===== src/rtl/pipe_ctrl_pkg.sv =====
// Shared types and constants for the pipeline hazard controller.
// Strobe bundle: one bit per pipeline-register control, indexed by the STB_* constants.
package pipe_ctrl_pkg;

    localparam int unsigned FLUSH_CNT_W = 4;

    typedef enum logic [1:0] {
        StRun,
        StMemWait,
        StFlush
    } pipe_state_t;

    localparam int unsigned STB_W           = 6;
    localparam int unsigned STB_PC_EN       = 0;
    localparam int unsigned STB_IF_ID_EN    = 1;
    localparam int unsigned STB_IF_ID_FLUSH = 2;
    localparam int unsigned STB_ID_EX_EN    = 3;
    localparam int unsigned STB_ID_EX_FLUSH = 4;
    localparam int unsigned STB_EX_MEM_EN   = 5;

    // Canned strobe patterns, bit order {ex_mem_en, id_ex_flush, id_ex_en, if_id_flush, if_id_en, pc_en}
    localparam logic [STB_W-1:0] STB_NORMAL   = 6'b101011;
    localparam logic [STB_W-1:0] STB_FREEZE   = 6'b000000;
    localparam logic [STB_W-1:0] STB_SQUASH   = 6'b111111;
    localparam logic [STB_W-1:0] STB_HOLD     = 6'b010100;
    localparam logic [STB_W-1:0] STB_LOAD_USE = 6'b111000;

endpackage


===== src/rtl/pipe_load_use_det.sv =====
// Combinational load-use comparator: flags an ID instruction that reads the register
// a load currently in EX is about to write. Register 0 never hazards.
module pipe_load_use_det
    import pipe_ctrl_pkg::*;
#(
    parameter int unsigned REG_W = 5
) (
    input  logic [REG_W-1:0] id_rs1,
    input  logic [REG_W-1:0] id_rs2,
    input  logic             id_use_rs1,
    input  logic             id_use_rs2,
    input  logic [REG_W-1:0] ex_rd,
    input  logic             ex_rw,
    input  logic             ex_md,
    output logic             load_use
);

    // Hit when a live load targets a non-zero register read by ID
    always_comb begin
        load_use = ex_md && ex_rw && (ex_rd != '0) &&
                   ((id_use_rs1 && (id_rs1 == ex_rd)) || (id_use_rs2 && (id_rs2 == ex_rd)));
    end

endmodule


===== src/rtl/pipe_hazard_ctrl.sv =====
// Stall/flush sequencer for the IF_ID, ID_EX and EX_MEM pipeline registers.
// Priority each cycle: data-memory wait > EX redirect > load-use.
// Optional stall-cycle perf counter enabled by defining PIPE_PERF_CNT_EN.
module pipe_hazard_ctrl
    import pipe_ctrl_pkg::*;
#(
    parameter int unsigned REG_W        = 5,
    parameter int unsigned FLUSH_CYCLES = 2,
    parameter int unsigned CNT_W        = 32
) (
    input  logic             clk,
    input  logic             reset,
    input  logic [REG_W-1:0] id_rs1,
    input  logic [REG_W-1:0] id_rs2,
    input  logic             id_use_rs1,
    input  logic             id_use_rs2,
    input  logic [REG_W-1:0] ex_rd,
    input  logic             ex_rw,
    input  logic             ex_md,
    input  logic             ex_mp,
    input  logic             mem_req,
    input  logic             mem_ready,
    output logic             pc_en,
    output logic             if_id_en,
    output logic             if_id_flush,
    output logic             id_ex_en,
    output logic             id_ex_flush,
`ifdef PIPE_PERF_CNT_EN
    output logic             ex_mem_en,
    output logic [CNT_W-1:0] stall_cnt
`else
    output logic             ex_mem_en
`endif
);

    localparam logic [FLUSH_CNT_W-1:0] FLUSH_LOAD  = FLUSH_CNT_W'(FLUSH_CYCLES - 1);
    localparam bit                     MULTI_FLUSH = (FLUSH_CYCLES > 1);

    pipe_state_t            state_q, state_d;
    logic [FLUSH_CNT_W-1:0] flush_cnt_q, flush_cnt_d;
    logic                   redir_pend_q, redir_pend_d;
    logic                   resume_q, resume_d;
    logic [STB_W-1:0]       stb;
    logic                   load_use;
    logic                   mem_stall;

    pipe_load_use_det #(
        .REG_W(REG_W)
    ) u_load_use_det (
        .id_rs1    (id_rs1),
        .id_rs2    (id_rs2),
        .id_use_rs1(id_use_rs1),
        .id_use_rs2(id_use_rs2),
        .ex_rd     (ex_rd),
        .ex_rw     (ex_rw),
        .ex_md     (ex_md),
        .load_use  (load_use)
    );

    assign mem_stall = mem_req && !mem_ready;

    // Next-state and Mealy strobe decode; reset overrides strobes to hold the pipe
    always_comb begin
        state_d      = state_q;
        flush_cnt_d  = flush_cnt_q;
        redir_pend_d = redir_pend_q;
        resume_d     = resume_q;
        stb          = STB_NORMAL;
        unique case (state_q)
            StRun: begin
                if (mem_stall) begin
                    stb          = STB_FREEZE;
                    state_d      = StMemWait;
                    redir_pend_d = ex_mp;
                end else if (ex_mp) begin
                    stb         = STB_SQUASH;
                    flush_cnt_d = FLUSH_LOAD;
                    state_d     = MULTI_FLUSH ? StFlush : StRun;
                end else if (load_use) begin
                    stb = STB_LOAD_USE;
                end
            end
            StMemWait: begin
                if (!mem_ready) begin
                    stb = STB_FREEZE;
                end else if (redir_pend_q) begin
                    // Redirect captured on entry is applied on the release cycle
                    stb          = STB_SQUASH;
                    flush_cnt_d  = FLUSH_LOAD;
                    redir_pend_d = 1'b0;
                    state_d      = MULTI_FLUSH ? StFlush : StRun;
                end else if (resume_q) begin
                    // Release cycle counts as the flush cycle that was frozen
                    stb      = STB_SQUASH;
                    resume_d = 1'b0;
                    if (flush_cnt_q <= FLUSH_CNT_W'(1)) begin
                        flush_cnt_d = '0;
                        state_d     = StRun;
                    end else begin
                        flush_cnt_d = flush_cnt_q - FLUSH_CNT_W'(1);
                        state_d     = StFlush;
                    end
                end else begin
                    state_d = StRun;
                end
            end
            StFlush: begin
                if (mem_stall) begin
                    stb      = STB_FREEZE;
                    resume_d = 1'b1;
                    state_d  = StMemWait;
                end else begin
                    stb = STB_SQUASH;
                    if (flush_cnt_q <= FLUSH_CNT_W'(1)) begin
                        flush_cnt_d = '0;
                        state_d     = StRun;
                    end else begin
                        flush_cnt_d = flush_cnt_q - FLUSH_CNT_W'(1);
                    end
                end
            end
            default: state_d = StRun;
        endcase
        if (!reset) begin
            stb = STB_HOLD;
        end
    end

    // Sequencer state registers
    always_ff @(posedge clk or negedge reset) begin
        if (!reset) begin
            state_q      <= StRun;
            flush_cnt_q  <= '0;
            redir_pend_q <= 1'b0;
            resume_q     <= 1'b0;
        end else begin
            state_q      <= state_d;
            flush_cnt_q  <= flush_cnt_d;
            redir_pend_q <= redir_pend_d;
            resume_q     <= resume_d;
        end
    end

    assign pc_en       = stb[STB_PC_EN];
    assign if_id_en    = stb[STB_IF_ID_EN];
    assign if_id_flush = stb[STB_IF_ID_FLUSH];
    assign id_ex_en    = stb[STB_ID_EX_EN];
    assign id_ex_flush = stb[STB_ID_EX_FLUSH];
    assign ex_mem_en   = stb[STB_EX_MEM_EN];

`ifdef PIPE_PERF_CNT_EN
    logic [CNT_W-1:0] stall_cnt_q;

    // Saturating count of cycles with the PC held
    always_ff @(posedge clk or negedge reset) begin
        if (!reset) begin
            stall_cnt_q <= '0;
        end else if (!stb[STB_PC_EN] && (stall_cnt_q != '1)) begin
            stall_cnt_q <= stall_cnt_q + CNT_W'(1);
        end
    end

    assign stall_cnt = stall_cnt_q;
`endif

endmodule


===== config.mk =====
export PLATFORM = sky130hd
export DESIGN_NAME = pipe_hazard_ctrl
export DESIGN_NICKNAME = d
export VERILOG_FILES = /design/src/rtl/pipe_ctrl_pkg.sv /design/src/rtl/pipe_load_use_det.sv /design/src/rtl/pipe_hazard_ctrl.sv
export SDC_FILE = /design/constraint.sdc
export NUM_CORES = 1
export LEC_CHECK = 0
export CORE_AREA = 4 4 52 54
export CTS_BUF_LIST = sky130_fd_sc_hd__clkbuf_4 sky130_fd_sc_hd__clkbuf_8 sky130_fd_sc_hd__clkbuf_16
export DETAILED_ROUTE_END_ITERATION = 8
export DIE_AREA = 0 0 56 58
export PLACE_DENSITY = 0.78
export SETUP_SLACK_MARGIN = 0.5
export SYNTH_ARGS = -nofsm -noshare
export SYNTH_HDL_FRONTEND = slang
export SYNTH_SLANG_ARGS = --single-unit

===== constraint.sdc =====
create_clock -name clk -period 3.4 [get_ports clk]
set_input_delay 0.51 -clock clk [delete_from_list [all_inputs] [get_ports clk]]
set_output_delay 0.51 -clock clk [all_outputs]
set_load 0.01 [all_outputs]

# == After elaboration in Yosys (flattened, before gate mapping) ==
# Index checks and enable logic that the tools add are counted.
# totals
register_bits,8
output_inout_bits,6
# op_classes
addsub,1
order_cmp,1
eq_ne,14
mux,33
n_reduce_logical,17
# op_table
cell,n
$mux W4,7
$mux W6,4
$mux W5,4
$pmux W6 S3,1
$mux W2,8
$ne A2 B2 Y1 const B,7
$pmux W4 S3,1
$eq A5 B5 Y1,2
$ne A3 B3 Y1 const B,3
$logic_and A1 B1 Y1,6
$pmux W2 S3,1
$reduce_and A3 Y1,2
$reduce_and A6 Y1,1
$mux W1,5
$reduce_bool A5 Y1,1
$le A4 B1 Y1 const B,1
$pmux W1 S2,2
$reduce_and A4 Y1,1
$reduce_bool A2 Y1,2
$sub A4 B1 Y4 const B,1
$reduce_bool A3 Y1,1
$eq A2 B1 Y1 const B,1
$eq A2 B2 Y1 const B,1
$logic_not A2 Y1,1
other kinds (2),2

# == Depth between registers and ports, before layout ==
# Gate-level depths: netlist of run 1.
# depth
ltp_word,9
ltp_mapped,8

# == By module ==
# From an unflattened synthesis of run 1, not the netlist that was laid out.
# hier_totals
cells_unflattened,96
hier_area_um2,862.1
# by_module_without_submodules
module,n_inst,cells_each,area_each_um2,seq_area_each_um2
pipe_hazard_ctrl,1,79,726.9,200.2
pipe_load_use_det,1,17,135.1,0.0

# == Worst setup path after synthesis of run 1 ==
# No wires, ideal clock.
# synth_timing
kind,input -> output
start,in ex_rd[1]
end,out pc_en
t_arrival_ns,1.769
setup_slack_ns,1.121
stages,5
n_path_buf,1
cell_sequence,or4_4 > o211ai_2 > nor4_1 > a221oi_2 > buf_4
# synth_via
elab_chain_len,9
# synth_rtl
item,line,text
"start, declared",pipe_hazard_ctrl.sv:17,"input logic [REG_W-1:0] ex_rd,"
$eq A5 B5 Y1,pipe_load_use_det.sv:21,((id_use_rs1 && (id_rs1 == ex_rd)) || (id_use_rs2 && (id_rs2 == ex_rd)));
$logic_and A1 B1 Y1,pipe_load_use_det.sv:21,
$logic_or A1 B1 Y1,pipe_load_use_det.sv:21,
$logic_and A1 B1 Y1 *,pipe_load_use_det.sv:20,load_use = ex_md && ex_rw && (ex_rd != '0) &&
$mux W5 *,pipe_hazard_ctrl.sv:79,end else if (load_use) begin
$mux W5 *,pipe_hazard_ctrl.sv:75,end else if (ex_mp) begin
$mux W6 *,pipe_hazard_ctrl.sv:71,if (mem_stall) begin
$pmux W6 S3 *,pipe_hazard_ctrl.sv:69,unique case (state_q)
$mux W6 *,pipe_hazard_ctrl.sv:124,if (!reset) begin
"end, declared",pipe_hazard_ctrl.sv:23,"output logic pc_en,"
# Mark *: on every way between the ends. The rest lies on a longest branch, timed or not.

# == Worst setup path in the final report of run 1 ==
# layout_timing
start,reg state_q[1]
end,out id_ex_en
# layout_via
elab_chain_len,3
# layout_rtl
item,line,text
"start, declared",pipe_hazard_ctrl.sv:39,"pipe_state_t state_q, state_d;"
"start signal, assigned",pipe_hazard_ctrl.sv:132,state_q <= StRun;
"start signal, assigned",pipe_hazard_ctrl.sv:137,state_q <= state_d;
"$eq A2 B2 Y1, or another cell as far along",pipe_hazard_ctrl.sv:69,
$pmux W6 S3 *,pipe_hazard_ctrl.sv:69,
$mux W6 *,pipe_hazard_ctrl.sv:124,
"end, declared",pipe_hazard_ctrl.sv:26,"output logic id_ex_en,"
# Marks and branches as above.

==> results.sh, run 1 <==
export IMPL_start_util=0.3722
export IMPL_hp_class="primary input to async pin"
export IMPL_die_h_um=58
export IMPL_synth_seq_cells=8
export IMPL_num_rows=17
export IMPL_hold_viol=0
export IMPL_fmax_ghz=0.3609
export IMPL_cts_tree="done"
export IMPL_grt_usage=0.1409
export IMPL_io_buffers=29
export IMPL_cts_path_max_buffers=2
export IMPL_crit_path_end_kind="primary output"
export IMPL_synth_cell_types=34
export IMPL_tightest_slew_ns=0.4241
export IMPL_ys_seq_area_frac=0.2432
export IMPL_num_nets_final=157
export IMPL_min_period_ns=2.771
export IMPL_first_pass_iters=4
export IMPL_setup_tns_ns=0
export IMPL_multi_input_area_um2=574.3
export IMPL_htree_levels=1
export IMPL_syn_nets=126
export IMPL_antenna_found_initial=0
export IMPL_grt_overflow_total=0
export IMPL_regArea_um2=200.2
export IMPL_clk_pin_slew_ns=0.05
export IMPL_maxCapViolations=0
export IMPL_syn_area_um2=823.3
export IMPL_peakVddDrop_v=0.0003519
export IMPL_drc_errors=0
export IMPL_final_cell_mix="clkdlybuf4s50_1, xnor2_1, a21oi_1, dfrtp_1, inv_1"
export IMPL_p_leak_nw=0.4466
export IMPL_grt_pass1_vias=835
export IMPL_crit_fanout=9
export IMPL_dieWidth_um=56
export IMPL_grt_pass1_wl_um=3705
export IMPL_wire_per_inst_um=14.31
export IMPL_vias=820
export IMPL_numCtsBuffers=3
export IMPL_fin_skew_ns=0.006238
export IMPL_dr_first_iter_drc_count=6
export IMPL_die_area_um2=3248
export IMPL_ys_warnings_count=0
export IMPL_period_share=0.8149
export IMPL_worst_skew_pair_late_latency_ns=0.25
export IMPL_critPathSlowestCell="clkdlybuf4s50_1"
export IMPL_status="complete, no violations"
export IMPL_avgSynthCellArea_um2=8.576
export IMPL_syn_to_final_growth_pct=39.06
export IMPL_worstPathArrival_ns=2.26
export IMPL_grt_max_degree=11
export IMPL_pwr_density_cell_nw_per_um2=637.2
export IMPL_path_cells="inv_1, ha_1, nor2_1, a21oi_1, nor2_1, a21oi_1, clkdlybuf4s50_1"
export IMPL_postCtsHoldBufs=0
export IMPL_finalWeightedCongestion=0.9049
export IMPL_slew_violations=0
export IMPL_synth_cells=96
export IMPL_worst_setup_path_start_kind="flop"
export IMPL_fill_cells=218
export IMPL_hpwl_um=1773
export IMPL_finalPower_uw=729.5
export IMPL_drive_gt1_frac=0.1280
export IMPL_layout_commonest_cell="clkdlybuf4s50_1"
export IMPL_via_per_inst=5.359
export IMPL_rsz0062_at_grt="no"
export IMPL_fp_coreArea_um2=2212
export IMPL_ant_nets=0
export IMPL_cp_slowest_stage_delay_ns=0.57
export IMPL_io_pin_count=30
export IMPL_critPathRequiredTime_ns=2.89
export IMPL_cts_sinks=8
export IMPL_antenna_cells=0
export IMPL_setup_viol=0
export IMPL_crit_type="flop to primary output"
export IMPL_clockRootBuffer="clkbuf_4"
export IMPL_slew_headroom=0.7173
export IMPL_wl_um=2189
kinds of logic after synthesis:
group,count (synthesis),share of synthesized area
adders and majority gates,6,0.09118
AOI/OAI and AO/OA,33,0.2918
muxes,3,0.04103
DFF,8,0.2432
and+or+nand+nor,25,0.1641
xor gates and xnor gates,10,0.1064
buffers and inverters,11,0.06230
report_power, final:
| part | internal, mW | switching [mW] | leakage, nW |
|---|---|---|---|
| Clock | 0.0402 | 0.0298 | 0.0138 |
| Sequential | 0.128 | 0.0409 | 0.0988 |
| Combinational | 0.232 | 0.258 | 0.334 |
synth_stat cells:
master,count,area [um2]
or4_4,1,11.26
a21oi_1,8,40.04
mux2_2,3,33.78
nand2_1,5,18.77
nor4_1,2,12.51
o22a_1,1,8.760
o31ai_1,1,7.510
o31a_1,2,17.52
nand2b_1,3,18.77
dfrtp_1,8,200.2
a22o_1,1,8.760
nor2_1,5,18.77
o22ai_1,1,6.260
o221ai_2,1,15.01
nor2b_1,2,12.51
and2_1,1,6.260
ha_1,6,75.07
a31oi_1,3,18.77
xnor2_1,10,87.58
buf_2,1,5.000
inv_1,7,26.28
nand4_1,2,12.51
or2_2,1,6.260
a21o_1,3,22.52
nor3b_1,1,7.510
buf_4,2,15.01
clkbuf_2,1,5.000
a221oi_2,1,15.01
o211ai_2,1,12.51
o221a_2,1,11.26
nor3_1,2,10.01
o2bb2ai_1,1,8.760
o21ai_0,5,25.02
o211ai_1,3,22.52
flip-flops by register name (all words and copies together) (netlist names):
register,count
flush_cnt_q,4
state_q,2
redir_pend_q,1
resume_q,1
per-layer routing:
metal	vias to the layer above	GRT usage	part of all wire
li1	416	-	-
met4	0	0.01017	0.0087
met3	2	0.04677	0.028
met2	13	0.2521	0.51
met5	-	0	0
met1	389	0.1720	0.45
per-stage QoR:
step	setup WS, ns	hold WS, ns	std cells	util	instance area (um2)
finish	0.6295	0.5451	153	0.5175	1145
detailed placement	0.2370	0.5314	150	0.5113	1131
global placement	0.2779	0.5192	150	0.5113	1131
global route	0.5203	0.5635	153	0.5175	1145
floorplan	1.121	0.2144	96	-	823.3
CTS	0.5267	0.5465	153	0.5198	1150
critical path, delay by kind of cell (launching register included):
kind	cells	cell delay, ns
fa+ha+maj	1	0.31
compound gates	2	0.40
flops	1	0.42
simple gates	2	0.21
buf+inv	2	0.66
worst paths after layout:
check                           slack (ns)        from  cells after the start        endpoint
worst max-delay path                  0.63  state_q[1]                      7        id_ex_en
worst min-delay path                  0.55       reset                      2  flush_cnt_q[2]
worst max register to register        1.52  state_q[1]                      5  flush_cnt_q[1]
worst min register to register        0.57    resume_q                      2        resume_q
max in group asynchronous             2.71       reset                      2      state_q[0]
min in group clk                      0.57    resume_q                      2        resume_q
area by class of cell:
| class | count | share of cell area |
|---|---|---|
| Sequential cell | 8 | 0.1749 |
| Inverter | 7 | 0.02295 |
| Timing Repair Buffer | 30 | 0.2503 |
| Clock buffer | 3 | 0.01967 |
| Tap cell | 28 | 0.03060 |
| Multi-Input combinational cell | 77 | 0.5016 |
timing repair:
action | 4_1_cts | 5_1_grt
setup buffers | 0 | 0
pin swaps | 0 | 0
resized for setup | 3 | 5
endpoints found under the setup margin | 3 | 4
(Power assumes the default switching activity.)
==> run 2: changes to the inputs <==
clock period = 2.89 ns   (was 3.4 ns; I/O delays follow)
==> run 2 against run 1 <==
Cell count rose by 2.6%; critical path depth fell by 1; core utilization up 3.1 points; sequential share of layout area shrank 0.87 points; routed wire length increased by 0.82%; sequential power rose by 21%; count of clock-buffer cells in the layout stayed put; total power grew 21%; clock power is 22% higher; die area unchanged; global-route usage fell by 0.060 points; first-iteration DRC count grew to 2.8 times the previous value.
==> results.sh, run 2 (synthesis results as in run 1) <==
export IMPL_status="complete, no violations"
export IMPL_cts_path_max_buffers=2
export IMPL_cpLargestDelayFamily="buffers and inverters"
export IMPL_cpMostUsedCell="a21oi_1"
export IMPL_setup_viol=0
export IMPL_fmax_ghz=0.4383
export IMPL_pwr_density_cell_nw_per_um2=729.9
export IMPL_cts_sinks=8
export IMPL_worstReg2RegEnd="flush_cnt_q[1]"
export IMPL_clk_pin_slew_ns=0.06
export IMPL_die_h_um=58
export IMPL_critPathRequiredTime_ns=2.46
export IMPL_maxCapViolations=0
export IMPL_start_util=0.3722
export IMPL_tightest_slew_ns=0.4003
export IMPL_drc_errors=0
export IMPL_period_share=0.7894
export IMPL_r2r_start="state_q[0]"
export IMPL_dieWidth_um=56
export IMPL_critPathSlowestCell="clkdlybuf4s50_1"
export IMPL_fin_skew_ns=0.006075
export IMPL_num_nets_final=161
export IMPL_hold_viol=0
export IMPL_crit_path_end_kind="primary output"
export IMPL_via_per_inst=5.306
export IMPL_first_pass_iters=4
export IMPL_fp_coreArea_um2=2212
export IMPL_r2r_slack_ns=1.08
export IMPL_vias=833
export IMPL_finalPower_uw=884.9
export IMPL_largest_reg_flops=4
export IMPL_final_cells=157
export IMPL_peakVddDrop_v=0.0003789
export IMPL_path_cells="clkdlybuf4s50_1, inv_1, a21oi_1, nor2_1, a21oi_1, dlygate4sd2_1"
export IMPL_min_period_ns=2.281
export IMPL_post_place_cells=154
export IMPL_grt_pass1_wl_um=3574
export IMPL_placed_area_um2=1161
export IMPL_wire_per_inst_um=14.06
export IMPL_grt_overflow_total=0
export IMPL_htree_levels=1
export IMPL_grt_max_degree=10
export IMPL_layout_commonest_cell="clkdlybuf4s50_1"
export IMPL_p_leak_nw=0.5102
export IMPL_hpwl_um=1886
export IMPL_largest_register="flush_cnt_q"
export IMPL_rr_worst_depth=4
export IMPL_crit_type="primary input to primary output"
export IMPL_worst_setup_path_start_kind="primary input"
export IMPL_syn_to_final_growth_pct=47.26
export IMPL_final_cell_mix="clkdlybuf4s50_1, xnor2_1, a21oi_1"
export IMPL_dr_first_iter_drc_count=17
export IMPL_rsz0062_at_grt="no"
export IMPL_wl_um=2207
export IMPL_slew_headroom=0.7331
export IMPL_finalWeightedCongestion=0.8221
export IMPL_grt_usage=0.1403
export IMPL_io_buffers=29
export IMPL_holdWs_ns=0.5415
export IMPL_num_rows=17
export IMPL_ant_nets=0
export IMPL_timing_critical_path_buf_inv=3
export IMPL_setup_tns_ns=0
export IMPL_worstPathArrival_ns=1.85
export IMPL_cp_slowest_stage_delay_ns=0.54
export IMPL_final_area_um2=1212
export IMPL_antenna_found_initial=0
export IMPL_grt_pass1_vias=807
export IMPL_io_pin_count=30
export IMPL_clockRootBuffer="clkbuf_4"
export IMPL_top_regs="flush_cnt_q: 4 flops, state_q: 2 flops"
export IMPL_antenna_cells=0
export IMPL_crit_fanout=5
export IMPL_cts_setup_buffers=0
export IMPL_slew_violations=0
export IMPL_die_area_um2=3248
export IMPL_cts_tree="done"
export IMPL_drive_gt1_frac=0.2093
export IMPL_numCtsBuffers=3
export IMPL_worst_skew_pair_late_latency_ns=0.25
export IMPL_hp_class="primary input to async pin"
run 2: cell types whose count changed in the layout (fill, tap and decap cells not counted), sizes merged:
cell,previous run,this run
clkdlybuf4s50,26,19
buf,1,8
dlymetal6s2s,0,4
clkbuf,5,3
dlygate4sd2,1,3
run 2: worst max-delay path by stage:
stage	from	to	slack, ns	depth (start not counted)
2_1_floorplan	ex_rd[1]	pc_en	0.76	5
3_3_place_gp	ex_rd[1]	if_id_en	-0.01	6
3_5_place_dp	ex_rd[1]	pc_en	-0.04	6
4_1_cts	state_q[1]	id_ex_en	0.32	7
5_1_grt	state_q[1]	if_id_en	0.49	7
6_report	mem_ready	ex_mem_en	0.61	6
run 2: power by group:
part / total (mW) / switching, mW / internal (mW)
sequential: 0.204 / 0.0517 / 0.152
combinational: 0.596 / 0.311 / 0.284
clock: 0.0855 / 0.0380 / 0.0475
total: 0.885 / 0.401 / 0.484
run 2: layer usage:
layer | track usage | vias to the layer above | part of all wire
li1 | - | 419 | -
met1 | 0.1528 | 396 | 0.43
met2 | 0.2654 | 14 | 0.53
met3 | 0.04677 | 4 | 0.029
met4 | 0.02712 | 0 | 0.0077
met5 | 0 | - | 0
run 2: repair_timing:
item	in CTS	in global routing
pin swaps	2	4
hold buffers	0	0
gates resized for setup	19	9
endpoints found under the hold margin	0	0
endpoints found under the setup margin	6	6
run 2: worst reg2reg max path, delay by kind of cell, from the launching register on:
kind,cells,cell delay [ns]
compound gates,1,0.36
fa+ha+maj,1,0.30
flops,1,0.44
mux,1,0.34
simple gates,1,0.25
run 2: cell type report:
class                      count  area, um2
tap                           28      35.03
timing repair buffer          34      319.1
clock buffer                   3      22.52
multi-input combinational     77      608.1
sequential                     8      201.4
fill                         194      999.7
inverter                       7      26.28
run 2: stage by stage:
| stage | utilization | worst slack [ns] |
|---|---|---|
| after detailed placement | 0.5249 | -0.04133 |
| after CTS | 0.5345 | 0.3206 |
| after global placement | 0.5249 | -0.01104 |
| after global routing | 0.5481 | 0.4907 |
| final | 0.5481 | 0.6087 |
| after floorplan | - | 0.7638 |
